## src/rtl/sevenseg_pkg.sv

```systemverilog
// Shared constants and helpers for the seven-segment scan driver.
//   SEG_TABLE  : nibble -> active-high segment pattern (bits 6..0)
//   seg_decode : table lookup on one hex nibble
//   SLOT_DEAD  : slot cycle during which every digit select is held off
//   BRIGHT_W   : width of the PWM brightness level
package sevenseg_pkg;

    localparam int unsigned BRIGHT_W  = 3;
    localparam int unsigned SLOT_DEAD = 0;

    localparam logic [6:0] SEG_TABLE [16] = '{
        7'h7d, 7'h60, 7'h3e, 7'h7a, 7'h63, 7'h5b, 7'h5f, 7'h70,
        7'h7f, 7'h7b, 7'h77, 7'h4f, 7'h1d, 7'h6e, 7'h1f, 7'h17
    };

    function automatic logic [6:0] seg_decode(input logic [3:0] nibble);
        return SEG_TABLE[nibble];
    endfunction

endpackage

```

## src/rtl/sevenseg_decode.sv

```systemverilog
// Combinational hex-nibble to seven-segment pattern decoder.
//   nibble  : hex digit to show
//   pattern : active-high segment pattern, bit 6..0
module sevenseg_decode
    import sevenseg_pkg::*;
(
    input  logic [3:0] nibble,
    output logic [6:0] pattern
);

    always_comb begin
        pattern = seg_decode(nibble);
    end

endmodule

```

## src/rtl/sevenseg_scan.sv

```systemverilog
// Time-multiplexed driver for an N-digit common-segment seven-segment display.
// Register-side writes land in a pending buffer and move to the active buffer only at
// the end of a frame, so a frame never mixes old and new data.
//   clk, rst_n   : clock, asynchronous active-low reset
//   load         : one-cycle strobe capturing value/dp/blank_mask/lz_suppress
//   value        : packed hex nibbles, digit i = value[4i+3:4i]
//   dp           : decimal point per digit
//   blank_mask   : per-digit force-dark
//   lz_suppress  : enable leading-zero suppression
//   brightness   : live PWM level, 7 = full on
//   segments     : segment pattern, active-high
//   seg_dp       : decimal-point segment, active-high
//   digit_en     : one-hot digit select, active-high
//   frame_tick   : one-cycle pulse at each frame commit
module sevenseg_scan
    import sevenseg_pkg::*;
#(
    parameter int unsigned NUM_DIGITS = 4,
    parameter int unsigned DIV_BITS   = 10
) (
    input  logic                    clk,
    input  logic                    rst_n,
    input  logic                    load,
    input  logic [NUM_DIGITS*4-1:0] value,
    input  logic [NUM_DIGITS-1:0]   dp,
    input  logic [NUM_DIGITS-1:0]   blank_mask,
    input  logic                    lz_suppress,
    input  logic [BRIGHT_W-1:0]     brightness,
    output logic [6:0]              segments,
    output logic                    seg_dp,
    output logic [NUM_DIGITS-1:0]   digit_en,
    output logic                    frame_tick
);

    localparam int unsigned IDX_W = (NUM_DIGITS > 1) ? $clog2(NUM_DIGITS) : 1;
    localparam logic [DIV_BITS-1:0] CTR_LAST = '1;
    localparam logic [IDX_W-1:0]    IDX_LAST = IDX_W'(NUM_DIGITS - 1);

    logic [DIV_BITS-1:0] ctr_q;
    logic [IDX_W-1:0]    idx_q;
    logic                slot_end;
    logic                commit;

    logic [NUM_DIGITS*4-1:0] pend_value_q, act_value_q;
    logic [NUM_DIGITS-1:0]   pend_dp_q, act_dp_q;
    logic [NUM_DIGITS-1:0]   pend_blank_q, act_blank_q;
    logic                    pend_lz_q, act_lz_q;

    logic [NUM_DIGITS-1:0] supp;
    logic [NUM_DIGITS-1:0] sel;
    logic [3:0]            cur_nib;
    logic                  cur_dp;
    logic                  cur_dark;
    logic [6:0]            cur_pattern;
    logic                  pwm_on;

    logic [6:0]            segments_d;
    logic                  seg_dp_d;
    logic [NUM_DIGITS-1:0] digit_en_d;

    assign slot_end = (ctr_q == CTR_LAST);
    assign commit   = slot_end && (idx_q == IDX_LAST);

    // Slot counter and digit index.
    always_ff @(posedge clk or negedge rst_n) begin
        if (!rst_n) begin
            ctr_q <= '0;
            idx_q <= '0;
        end else begin
            ctr_q <= ctr_q + 1'b1;
            if (slot_end) begin
                idx_q <= (idx_q == IDX_LAST) ? '0 : idx_q + 1'b1;
            end
        end
    end

    // Double buffer; a load on the commit cycle bypasses pending straight to active.
    always_ff @(posedge clk or negedge rst_n) begin
        if (!rst_n) begin
            pend_value_q <= '0;
            pend_dp_q    <= '0;
            pend_blank_q <= '1;
            pend_lz_q    <= 1'b0;
            act_value_q  <= '0;
            act_dp_q     <= '0;
            act_blank_q  <= '1;
            act_lz_q     <= 1'b0;
        end else begin
            if (load) begin
                pend_value_q <= value;
                pend_dp_q    <= dp;
                pend_blank_q <= blank_mask;
                pend_lz_q    <= lz_suppress;
            end
            if (commit) begin
                act_value_q <= load ? value       : pend_value_q;
                act_dp_q    <= load ? dp          : pend_dp_q;
                act_blank_q <= load ? blank_mask  : pend_blank_q;
                act_lz_q    <= load ? lz_suppress : pend_lz_q;
            end
        end
    end

    // Suppression runs from the most significant digit down and stops at the first
    // digit with a nonzero nibble or a lit dp; digit 0 never enters the chain.
    // blank_mask plays no part here, so a blank zero digit keeps the chain going.
    always_comb begin
        logic chain;
        supp  = '0;
        chain = act_lz_q;
        for (int i = NUM_DIGITS - 1; i > 0; i--) begin
            chain   = chain && (act_value_q[i*4 +: 4] == 4'h0) && !act_dp_q[i];
            supp[i] = chain;
        end
    end

    // Current-digit mux.
    always_comb begin
        cur_nib  = '0;
        cur_dp   = 1'b0;
        cur_dark = 1'b0;
        sel      = '0;
        for (int i = 0; i < NUM_DIGITS; i++) begin
            if (idx_q == IDX_W'(i)) begin
                cur_nib  = act_value_q[i*4 +: 4];
                cur_dp   = act_dp_q[i];
                cur_dark = act_blank_q[i] || supp[i];
                sel[i]   = 1'b1;
            end
        end
    end

    sevenseg_decode u_decode (
        .nibble  (cur_nib),
        .pattern (cur_pattern)
    );

    // Top three counter bits form the PWM phase; slot cycle 0 is dead time.
    always_comb begin
        pwm_on     = (ctr_q != DIV_BITS'(SLOT_DEAD)) &&
                     (ctr_q[DIV_BITS-1 -: BRIGHT_W] <= brightness);
        segments_d = cur_dark ? 7'h00 : cur_pattern;
        seg_dp_d   = !cur_dark && cur_dp;
        digit_en_d = (pwm_on && !cur_dark) ? sel : '0;
    end

    always_ff @(posedge clk or negedge rst_n) begin
        if (!rst_n) begin
            segments   <= '0;
            seg_dp     <= 1'b0;
            digit_en   <= '0;
            frame_tick <= 1'b0;
        end else begin
            segments   <= segments_d;
            seg_dp     <= seg_dp_d;
            digit_en   <= digit_en_d;
            frame_tick <= commit;
        end
    end

endmodule

```

## config.mk

```make
export PLATFORM = sky130hd
export DESIGN_NAME = sevenseg_scan
export DESIGN_NICKNAME = d
export VERILOG_FILES = /design/src/rtl/sevenseg_pkg.sv /design/src/rtl/sevenseg_decode.sv /design/src/rtl/sevenseg_scan.sv
export SDC_FILE = /design/constraint.sdc
export NUM_CORES = 1
export LEC_CHECK = 0
export ABC_AREA = 1
export BUFFER_PORTS_ARGS = -buffer_cell sky130_fd_sc_hd__buf_4
export CELL_PAD_IN_SITES_DETAIL_PLACEMENT = 1
export CELL_PAD_IN_SITES_GLOBAL_PLACEMENT = 1
export CORE_ASPECT_RATIO = 1.75
export CORE_MARGIN = 1.5
export CORE_UTILIZATION = 48
export CTS_CLUSTER_DIAMETER = 80
export DETAILED_ROUTE_END_ITERATION = 6
export PLACE_DENSITY_LB_ADDON = 0.1
export SLEW_MARGIN = 20
export SYNTH_ARGS = -nofsm -noshare
export SYNTH_HDL_FRONTEND = slang
export SYNTH_HIERARCHICAL = 1
export SYNTH_SLANG_ARGS = --single-unit
export TNS_END_PERCENT = 30
```

## constraint.sdc

```tcl
create_clock -name clk -period 6.1 [get_ports clk]
set_input_delay 1.22 -clock clk [delete_from_list [all_inputs] [get_ports clk]]
set_output_delay 1.22 -clock clk [all_outputs]
set_load 0.1 [all_outputs]
```

# After elaboration in Yosys (flattened, before gate mapping)
# Memories as Yosys holds them, arrays and structs flattened.
# Cells that the tools add are included.
# word_totals
ff_bits,75
romBits,112
in_bits,31
output_inout_bits,13
wordCells,71
n_memories,1
# mem_list
name,depth,word_bits,rd,rd_ports_with_merged_regs,wr,line_no,text
(name not given),16,7,1,0,0,sevenseg_pkg.sv:17,return SEG_TABLE[nibble];
# classes
add_sub_neg,2
n_lt_le_gt_ge,2
eq_ne,4
mux,25
n_bitwise,1
reduce_logical,22
# ops
op,count
4-bit two-way mux,7
7-bit two-way mux,3
16-bit two-way mux,1
1-bit two-way mux,13
4-bit zero test,3
10-bit by 1-bit adder with 10-bit output (second input constant),1
10-bit == test (second input constant),1
1-bit logical AND,10
10-bit nonzero test,1
5-bit greater-or-equal comparator (second input constant),1
4-bit inverter with 5-bit output,1
2-bit == test (second input constant),2
1-bit zero test,4
3-bit <= comparator,1
1-bit logical OR,3
2-bit by 1-bit adder with 2-bit output (second input constant),1
2-bit by 1-bit == test with 1-bit output (second input constant),1
2-bit zero test,1
2-bit two-way mux,1

# Longest topological paths before layout
# Gate-level depths: netlist (run 1).
# logic_depth
ltp_word,14
ltp_mapped,16
ltp_nobuf,16

# By module
# The synthesis (run 1) kept the hierarchy.
# modules_own_cells
module,n_inst,cells_each,area_each_um2,seq_area_each_um2
sevenseg_scan,1,305,3208.1,1886.8
sevenseg_decode,1,52,276.5,0.0

# Worst setup path after synthesis (run 1)
# No wires, ideal clock.
# synth_timing
path_type,input-to-reg
from,in load
to,reg act_value_q[5]
t_arrival_ns,2.159
t_required_ns,5.974
path_slack_ns,3.815
path_stages,5
path_cell_list,clkbuf_1 -> buf_2 -> mux2_2 -> nand2_1 -> o21ai_0
# synth_between
elab_chain_len,1
# synth_lines
item,line_no,text
"start, declared",sevenseg_scan.sv:23,"input logic load,"
16-bit two-way mux,sevenseg_scan.sv:96,act_value_q <= load ? value : pend_value_q;
"end signal, assigned",sevenseg_scan.sv:96,
"end, declared",sevenseg_scan.sv:44,"logic [NUM_DIGITS*4-1:0] pend_value_q, act_value_q;"
# No other way between the ends.
# A chain may end at the register's enable or synchronous reset.

# Worst setup path in the final report (run 1)
# layout_timing
from,reg idx_q[1]
to,reg segments[3]
# layout_between
elab_chain_len,10
word_cells_on_any_way,17
# layout_lines
item,line_no,text
"start, declared",sevenseg_scan.sv:40,logic [IDX_W-1:0] idx_q;
"start signal, assigned",sevenseg_scan.sv:72,idx_q <= (idx_q == IDX_LAST) ? '0 : idx_q + 1'b1;
2-bit zero test,sevenseg_scan.sv:124,if (idx_q == IDX_W'(i)) begin
4-bit two-way mux (3 in series),sevenseg_scan.sv:124,
4-bit two-way mux *,sevenseg_scan.sv:124,
net cur_nib[1],sevenseg_scan.sv:51,logic [3:0] cur_nib;
4-bit inverter with 5-bit output (implied by the code) *,sevenseg_pkg.sv:17,
memory read 16 x 7 bit *,--,
7-bit two-way mux (implied by the code) * (2 in series),sevenseg_pkg.sv:17,
net cur_pattern[3],sevenseg_scan.sv:54,logic [6:0] cur_pattern;
7-bit two-way mux *,sevenseg_scan.sv:142,segments_d = cur_dark ? 7'h00 : cur_pattern;
net segments_d[3],sevenseg_scan.sv:57,logic [6:0] segments_d;
"end signal, assigned",sevenseg_scan.sv:154,segments <= segments_d;
"end, declared",sevenseg_scan.sv:29,"output logic [6:0] segments,"
# Mark *: on every way through the listed nets, which the timed path passes. The rest lies on a longest branch. The select of a mux whose other input is x is not followed.

==> results.json, run 1 <==
{
  "synth.area.mux_share_pct": 8.08,
  "tritoncts": "done",
  "crit_fanout": 7,
  "synth_xor_xnor_area_share_pct": 2.01,
  "rsz0062_at_grt": "no",
  "power_uw": 1060,
  "ys_warn_count": 6,
  "drv_cap": 0,
  "mostFrequentLayoutCells": "nand2_1, dfrtp_1, inv_1, buf_4, o21ai_0",
  "cts.sink_count": 75,
  "clock.fmax_mhz": 382,
  "grt_pass1_vias": 2827,
  "route.detailed.drc": 0,
  "cts_setup_buffers": 0,
  "clk-insertion-delay-late_ps": 330,
  "drtAntennaViolNets": 0,
  "clockBufferDepth": 2,
  "syn_inst": 357,
  "rows": 40,
  "placed_area_mm2": 0.00385,
  "final_common_cell": "nand2_1",
  "p_per_area_mw_per_mm2": 256,
  "grt_max_degree": 76,
  "placed_cells": 474,
  "outcome": "complete, no violations",
  "synth_top_family_by_area": "simple AND/OR/NAND/NOR gates",
  "antenna_cells": 0,
  "worst_pin_slew_ps": 933,
  "skew_ps": 4.76,
  "worstSetupStartpointType": "register",
  "gr-total-overflow": 0,
  "yosys.area_share.adder_pct": 5.75,
  "dr.pass1.iters": 4,
  "final_cells": 490,
  "cts-root-buf": "clkbuf_16",
  "drv_slew": 0,
  "slew_headroom_pct": 37.1,
  "syn_nets": 404,
  "place.gp.congestion": 0.789,
  "die_area_mm2": 0.00780,
  "ys_types": 30,
  "drtIter0Drc": 100,
  "port_buffers": 43,
  "syn_to_final_growth_pct": 18.4,
  "p_leak_uw": 0.00212,
  "drive_gt1_share_pct": 23.4,
  "period_needed_ps": 2620,
  "peakVddDrop_v": 0.000194,
  "antenna_found_initial": 0,
  "cts_hold_buf": 0,
  "io_pins": 44,
  "hp-class": "reg -> reg",
  "final_area_mm2": 0.00413,
  "h-tree-depth": 3,
  "hold_violations": 0,
  "fillers": 803,
  "dieHeight_um": 116,
  "detailroute.via_count": 2516,
  "end_kind": "register",
  "setup_violations": 0,
  "grt_usage_pct": 23.7,
  "seq_area_frac_synth_pct": 54.1,
  "syn_area_per_cell_um2": 9.76,
  "wire_per_inst_um": 16.3,
  "cts.repair.resized": 0,
  "place_hpwl_um": 5740,
  "post-route-period-util_pct": 42.9,
  "die_w_um": 67.4,
  "cts_buffers": 9,
  "synthSimpleGateAreaFrac_pct": 13.9,
  "syn_area_mm2": 0.00348,
  "clk_pin_slew_worst_paths_ps": 60,
  "finalSetupTns_ps": 0,
  "start_util_pct": 50.1,
  "grt_first_pass_wirelength_um": 13400,
  "worst-endpoint-required_ps": 6310,
  "worst_ep_arrival_time_ps": 2830,
  "via_per_inst": 5.13,
  "synth_compound_area_share_pct": 7.90,
  "nNetsFinal": 448,
  "core_area_mm2": 0.00696,
  "routed_wl_um": 7970,
  "critPathKind": "reg -> reg",
  "ys_ff_latch": 75
}
==> worst paths after layout <==
check / from / end / slack (ps) / cells after the start
worst max-delay path: idx_q[1] / segments[3] / 3480 / 15
worst min-delay path: ctr_q[0] / ctr_q[0] / 470 / 1
worst max register to register: idx_q[1] / segments[3] / 3480 / 15
worst min register to register: ctr_q[0] / ctr_q[0] / 470 / 1
max in group asynchronous: rst_n / pend_value_q[11] / 4460 / 1
min in group asynchronous: rst_n / pend_value_q[0] / 1020 / 1
==> synth_stat cells <==
| master | count | area (um^2) |
|---|---|---|
| o21ai_1 | 3 | 15.0 |
| mux2_2 | 25 | 282 |
| xor2_1 | 7 | 61.3 |
| nand3b_1 | 1 | 7.51 |
| inv_2 | 1 | 3.75 |
| buf_4 | 3 | 22.5 |
| o21ai_0 | 33 | 165 |
| buf_2 | 3 | 15.0 |
| nand3_2 | 1 | 10.0 |
| a32oi_1 | 1 | 8.76 |
| xnor2_1 | 1 | 8.76 |
| nor2_2 | 1 | 6.26 |
| o211ai_1 | 4 | 30.0 |
| nand2_2 | 1 | 6.26 |
| a21oi_1 | 3 | 15.0 |
| clkbuf_1 | 3 | 11.3 |
| nor3_1 | 2 | 10.0 |
| nor2_1 | 23 | 86.3 |
| o221ai_1 | 4 | 35.0 |
| nand2_1 | 71 | 267 |
| dfrtp_1 | 67 | 1680 |
| o22ai_1 | 1 | 6.26 |
| nor4_4 | 1 | 21.3 |
| ha_1 | 16 | 200 |
| clkbuf_8 | 1 | 13.8 |
| inv_1 | 57 | 214 |
| nand3_1 | 13 | 65.1 |
| nor4_1 | 1 | 6.26 |
| dfstp_2 | 8 | 210 |
| clkbuf_2 | 1 | 5.00 |
==> state kept, by name, indices dropped and copies added (netlist names) <==
signal        count
act_blank_q       4
act_dp_q          4
act_lz_q          1
act_value_q      16
ctr_q            10
digit_en          4
frame_tick        1
idx_q             2
pend_blank_q      4
pend_dp_q         4
pend_lz_q         1
pend_value_q     16
seg_dp            1
segments          7
==> layout make-up <==
class / instances / area (um^2) / share of cell area, %
clock buffer: 14 / 264 / 6.40
clock inverter: 2 / 10.0 / 0.243
inverter: 58 / 218 / 5.28
multi-input combinational: 213 / 1310 / 31.8
sequential: 75 / 1890 / 45.7
tap: 84 / 105 / 2.55
timing repair buffer: 44 / 330 / 8.00
==> report_power, final <==
part	total (uW)	leakage (uW)	internal [uW]	switching [uW]
registers	521	0.000848	516	4.30
clock network	485	0.000137	296	189
logic	52.6	0.00113	27.8	24.7
==> metal layers <==
metal	GRT usage, %	up-vias	share of wire, %
met1	23.7	1245	36
li1	-	1215	-
met5	0	-	0
met4	12.4	0	3.4
met2	44.6	37	59
met3	4.47	19	2.0
==> critical path, stage by stage (launching register included) <==
cell and delay, ps:
dfrtp_1 370, inv_1 80, ha_1 190, inv_1 180, nand2_1 180, o221ai_1 200
o211ai_1 110, o21ai_0 230, inv_1 200, ha_1 330, nand2_1 80, o21ai_0 100
nand2_1 90, nand2_1 50, inv_1 50, nor2_1 40
==> cells by family (layout without fill, tap and decap cells) <==
kind of cell	after synthesis	in the layout
AOI/OAI and AO/OA	49	49
adders and majority gates	16	16
DFF	75	75
muxes	25	25
and+or+nand+nor	115	115
xor gates and xnor gates	8	8
buffers and inverters	69	118
==> through the flow <==
step	worst slack, ps	hold slack (ps)	utilization, %
2_1_floorplan	3810	430	-
3_3_place_gp	3650	447	55.4
3_5_place_dp	3500	466	55.4
4_1_cts	3500	475	59.3
5_1_grt	3070	505	59.3
6_report	3480	471	59.3
No activity file was read; power rests on OpenSTA's default activity.
==> run 2, diff against run 1 <==
--- a/config.mk
+++ b/config.mk
@@ -11,7 +11,7 @@
 export CELL_PAD_IN_SITES_GLOBAL_PLACEMENT = 1
 export CORE_ASPECT_RATIO = 1.75
 export CORE_MARGIN = 1.5
-export CORE_UTILIZATION = 48
+export CORE_UTILIZATION = 44
 export CTS_CLUSTER_DIAMETER = 80
 export DETAILED_ROUTE_END_ITERATION = 6
 export PLACE_DENSITY_LB_ADDON = 0.1
==> constraint.sdc (replaced) <==
create_clock -name clk -period 2.62 [get_ports clk]
set_input_delay 0.524 -clock clk [delete_from_list [all_inputs] [get_ports clk]]
set_output_delay 0.524 -clock clk [all_outputs]
set_load 0.1 [all_outputs]
==> run 2 against run 1 <==
Clock power grew to 2.6 times the previous value. Non-clock buffer count grew 5. First-iteration DRC count is 35% higher. Power grew 140%. Clock skew rose by 0.52 ps. Sequential share of layout area is 0.86 points lower. Final cell count rose by 1.8%. Count of clock-buffer cells in the layout is 1 lower. Register-to-register slack worse by 3200 ps. Global-route usage down 3.8 points. Critical endpoint unchanged.
==> results.json, run 2 (same netlist as run 1, synthesis figures left out) <==
{
  "dieHeight_um": 121,
  "dpl_worst_slack_ps": 119,
  "wire_per_inst_um": 15.3,
  "final_common_cell": "nand2_1",
  "setup_violations": 0,
  "end_kind": "register",
  "via_per_inst": 5.05,
  "worst_pin_slew_ps": 828,
  "cts_setup_buffers": 0,
  "clockBufferDepth": 2,
  "hold_violations": 0,
  "slew_headroom_pct": 44.2,
  "grt_usage_pct": 20.0,
  "drv_cap": 0,
  "cts_hold_buf": 0,
  "final_area_mm2": 0.00421,
  "clock.fmax_mhz": 429,
  "grt_max_degree": 52,
  "crit_fanout": 12,
  "rows": 42,
  "peakVddDrop_v": 0.000560,
  "cts-root-buf": "clkbuf_16",
  "r2r_cells": 14,
  "drtIter0Drc": 135,
  "grt_first_pass_wirelength_um": 12800,
  "clk_pin_slew_worst_paths_ps": 60,
  "start_util_pct": 45.7,
  "cts_buffers": 9,
  "drv_slew": 0,
  "syn_to_final_growth_pct": 20.7,
  "clk-insertion-delay-late_ps": 330,
  "drtAntennaViolNets": 0,
  "r2r_end": "segments[3]",
  "die_w_um": 70.3,
  "nNetsFinal": 453,
  "worst-endpoint-required_ps": 2830,
  "hp-class": "in -> async",
  "reg2reg_setup_slack_ps": 290,
  "seq_area_mm2": 0.00189,
  "mostFrequentLayoutCells": "nand2_1, dfrtp_1, inv_1, buf_4, o21ai_0",
  "gr-total-overflow": 0,
  "tritoncts": "done",
  "critPathKind": "reg -> reg",
  "worstSetupStartpointType": "register",
  "placed_area_mm2": 0.00389,
  "cts.repair.resized": 0,
  "port_buffers": 43,
  "place.gp.congestion": 0.810,
  "skew_ps": 5.27,
  "p_per_area_mw_per_mm2": 614,
  "multiInputGateArea_mm2": 0.00132,
  "routed_wl_um": 7650,
  "cts.sink_count": 75,
  "reg.largest.list": "act_value_q x16, pend_value_q x16, ctr_q x10",
  "die_area_mm2": 0.00848,
  "route.detailed.drc": 0,
  "antenna_cells": 0,
  "outcome": "complete, no violations",
  "io_pins": 44,
  "rsz0062_at_grt": "no",
  "worst_ep_arrival_time_ps": 2540,
  "p_leak_uw": 0.00215,
  "fin_ws_ps": 289,
  "timing.rr.start": "idx_q[0]",
  "max_stage_delay_ps": 380,
  "place_hpwl_um": 5570,
  "power_uw": 2580,
  "drive_gt1_share_pct": 25.1,
  "h-tree-depth": 3,
  "dr.pass1.iters": 4,
  "cp_slowest_cell": "dfrtp_1",
  "hold_ws_ps": 179,
  "grt_pass1_vias": 2699,
  "period_needed_ps": 2330,
  "core_area_mm2": 0.00762,
  "finalSetupTns_ps": 0,
  "post-route-period-util_pct": 89.0,
  "crit_top_cell": "inv_1",
  "antenna_found_initial": 0,
  "crit_chain": "inv_1 -> ha_1 -> inv_1 -> o221ai_1 -> o211ai_1 -> o21ai_0 -> inv_1 -> ha_1 -> nand2_1 -> o21ai_0 -> nand2_1 -> nand2_1 -> inv_1 -> nor2_1",
  "detailroute.via_count": 2521,
  "fillers": 863
}
[run 2: changes by cell type in the layout (fill, tap and decap cells not counted), sizes merged]
cell and change:
clkinvlp +1, clkbuf -1, bufinv +1, clkinv -1, buf +5
[run 2: per-stage QoR]
| step | utilization [%] | cells |
|---|---|---|
| 3_3_place_gp | 51.1 | 483 |
| 3_5_place_dp | 51.1 | 483 |
| 4_1_cts | 55.1 | 499 |
| 6_report | 55.2 | 499 |
| 5_1_grt | 55.2 | 499 |
| 2_1_floorplan | - | 357 |
[run 2: critical path: cells and delay by family (launching register included)]
kind            cells  cell delay, ps
buf+inv             4             550
fa+ha+maj           2             460
flops               1             380
compound gates      4             550
simple gates        4             240
[run 2: area by class of cell]
cell class / count / area share, %
timing repair buffer: 49 / 8.75
sequential: 75 / 44.9
clock inverter: 3 / 1.10
clock buffer: 13 / 6.19
multi-input combinational: 213 / 31.3
tap: 88 / 2.62
inverter: 58 / 5.18
[run 2: metal layers]
layer | vias to the layer above | track usage [%] | wire [um]
li1 | 1224 | - | -
met1 | 1246 | 20.8 | 2850
met2 | 35 | 36.9 | 4370
met3 | 16 | 4.08 | 189
met4 | 0 | 10.3 | 236
met5 | - | 0 | 0
[run 2: worst max path at each step]
stage / slack (ps) / startpoint / to
final: 290 / idx_q[0] / segments[3]
after global routing: 0.3 / idx_q[0] / segments[3]
after CTS: 90 / idx_q[1] / segments[3]
after detailed placement: 120 / idx_q[1] / segments[3]
after global placement: 250 / idx_q[1] / segments[3]
after floorplan: 360 / idx_q[0] / segments[3]
[run 2: where the power goes]
| group | total [uW] | internal [uW] | switching, uW | leakage [uW] |
|---|---|---|---|---|
| clock network | 1250 | 791 | 455 | 0.000146 |
| logic | 126 | 66.7 | 58.8 | 0.00116 |
| registers | 1210 | 1200 | 8.96 | 0.000848 |
==> run 3, diff against run 2 <==
--- a/config.mk
+++ b/config.mk
@@ -6,7 +6,7 @@
 export NUM_CORES = 1
 export LEC_CHECK = 0
 export ABC_AREA = 1
-export BUFFER_PORTS_ARGS = -buffer_cell sky130_fd_sc_hd__buf_4
+export BUFFER_PORTS_ARGS = -buffer_cell sky130_fd_sc_hd__buf_2
 export CELL_PAD_IN_SITES_DETAIL_PLACEMENT = 1
 export CELL_PAD_IN_SITES_GLOBAL_PLACEMENT = 1
 export CORE_ASPECT_RATIO = 1.75
==> run 3 against run 2 <==
Final area decreased by 1.3%. Non-clock buffer count is the same. Core utilization is 0.71 points lower. Largest power group unchanged. Maximum frequency barely moved. Worst hold slack improved by 37 ps. Routed wire length up 4.1%. Register-to-register slack hardly changed. Highest routed layer unchanged. Via count is 1.3% higher. Global-route usage is 0.69 points higher. Combinational power decreased by 9.5%. Die area unchanged. Sequential share of layout area grew 0.58 points.
==> results.json, run 3 (same netlist as run 1, synthesis figures left out) <==
{
  "syn_to_final_growth_pct": 19.1,
  "rsz0062_at_grt": "no",
  "cp_slowest_cell": "dfrtp_1",
  "cts_buffers": 9,
  "peakVddDrop_v": 0.000558,
  "die_w_um": 70.3,
  "worstSetupStartpointType": "register",
  "seq_area_mm2": 0.00189,
  "crit_chain": "inv_1 -> ha_1 -> inv_2 -> nand2_1 -> o221ai_1 -> o211ai_1 -> o21ai_2 -> inv_1 -> ha_1 -> nand2_1 -> o21ai_0 -> nand2_1 -> nand2_1 -> inv_1 -> nor2_1",
  "core_area_mm2": 0.00762,
  "gr-total-overflow": 0,
  "end_kind": "register",
  "route.detailed.drc": 0,
  "tritoncts": "done",
  "nNetsFinal": 453,
  "drv_cap": 0,
  "die_area_mm2": 0.00848,
  "crit_top_cell": "nand2_1",
  "rows": 42,
  "place_hpwl_um": 5660,
  "swShare_pct": 19.5,
  "r2r_end": "segments[3]",
  "power.switching_uw": 530,
  "hp-class": "in -> async",
  "cellInternalPower_uw": 2190,
  "utilization_pct": 54.5,
  "routed_wl_um": 7970,
  "p_leak_uw": 0.00215,
  "clock.fmax_mhz": 429,
  "place.gp.congestion": 0.806,
  "power_frac_comb_pct": 4.2,
  "reg.largest.list": "act_value_q x16, pend_value_q x16, ctr_q x10",
  "p_per_area_mw_per_mm2": 656,
  "port_buffers": 43,
  "worst_ep_arrival_time_ps": 2540,
  "critPathKind": "reg -> reg",
  "drive_gt1_share_pct": 25.5,
  "h-tree-depth": 3,
  "worst_pin_slew_ps": 881,
  "grt_pass1_vias": 2867,
  "io_pins": 44,
  "clk-insertion-delay-late_ps": 340,
  "via_per_inst": 5.12,
  "start_util_pct": 45.7,
  "clk_pin_slew_worst_paths_ps": 60,
  "clockBufferDepth": 2,
  "timing.rr.start": "idx_q[1]",
  "grt_max_degree": 76,
  "drtIter0Drc": 78,
  "clockPowerShare_pct": 51.3,
  "setup_violations": 0,
  "antenna_found_initial": 0,
  "mostFrequentLayoutCells": "nand2_1, dfrtp_1, inv_1, buf_2, o21ai_0",
  "period_needed_ps": 2330,
  "grt_first_pass_wirelength_um": 13300,
  "dr.pass1.iters": 4,
  "multiInputGateArea_mm2": 0.00132,
  "pwr-share-seq_pct": 44.5,
  "grt_usage_pct": 20.7,
  "post-route-period-util_pct": 88.9,
  "drv_slew": 0,
  "final_common_cell": "nand2_1",
  "antenna_cells": 0,
  "fillers": 903,
  "dieHeight_um": 121,
  "outcome": "complete, no violations",
  "reg2reg_setup_slack_ps": 290,
  "cts-root-buf": "clkbuf_16",
  "cts_setup_buffers": 0,
  "skew_ps": 5.10,
  "finalSetupTns_ps": 0,
  "hold_violations": 0,
  "slew_headroom_pct": 40.6,
  "max_stage_delay_ps": 370,
  "wire_per_inst_um": 16.0,
  "cts.sink_count": 75,
  "drtAntennaViolNets": 0,
  "r2r_cells": 15,
  "crit_fanout": 7,
  "detailroute.via_count": 2554,
  "worst-endpoint-required_ps": 2830
}
run 3: changes by cell type in the layout (fill, tap and decap cells not counted):
cell	delta
buf_4	-44
buf_2	+43
clkbuf_1	-2
clkbuf_8	+2
buf_12	+1
bufinv_16	+1
clkinv_4	-1
run 3: area by class of cell:
class                   count  area share, %
flip-flops and latches     75           45.4
repair buffers             49           6.57
inverters                  58           5.24
well taps                  88           2.65
clock buffers              13           6.75
clock inverters             3           1.63
multi-input cells         213           31.7
run 3: metrics by stage:
step / instances / cell area, um^2 / total power [uW] / hold WS [ps] / setup slack [ps]
final: 499 / 4150 / 2720 / 216 / 290
after global routing: 499 / 4150 / 2810 / 250 / 9.31
after CTS: 499 / 4150 / 2770 / 228 / 37.4
after detailed placement: 483 / 3800 / 1350 / 456 / 76.6
after global placement: 483 / 3800 / 1340 / 448 / 243
after floorplan: 357 / 3480 / 1290 / 228 / 360
run 3: routing by layer:
metal | GRT usage (%) | routed length [um] | up-vias
li1 | - | - | 1226
met4 | 12.3 | 298 | 0
met1 | 20.9 | 2980 | 1281
met2 | 38.9 | 4530 | 31
met5 | 0 | 0 | -
met3 | 3.00 | 160 | 16
run 3: critical path: cells and delay by family (launching register included):
family	cells	cell delay, ps
compound gates	4	530
fa+ha+maj	2	520
buf+inv	4	370
flops	1	370
simple gates	5	430
run 3: power by group through the flow:
stage	clock, uW	combinational, uW	sequential, uW
final	1400	114	1210
after floorplan	0	58.6	1230
after detailed placement	0	118	1230
after global routing	1470	130	1210
after global placement	0	114	1230
after CTS	1440	119	1210
run 3: how the worst max path moves through the flow:
stage	start	to	slack, ps	cells past startpoint
2_1_floorplan	idx_q[0]	segments[3]	360	15
3_3_place_gp	idx_q[1]	segments[3]	240	15
3_5_place_dp	idx_q[1]	segments[3]	80	15
4_1_cts	idx_q[1]	segments[3]	40	15
5_1_grt	idx_q[1]	segments[3]	9	15
6_report	idx_q[1]	segments[3]	290	15
run 3: repair_timing:
item	in CTS	in global routing
hold buffers	0	0
gates resized for setup	0	3
endpoints found under the setup margin	0	6
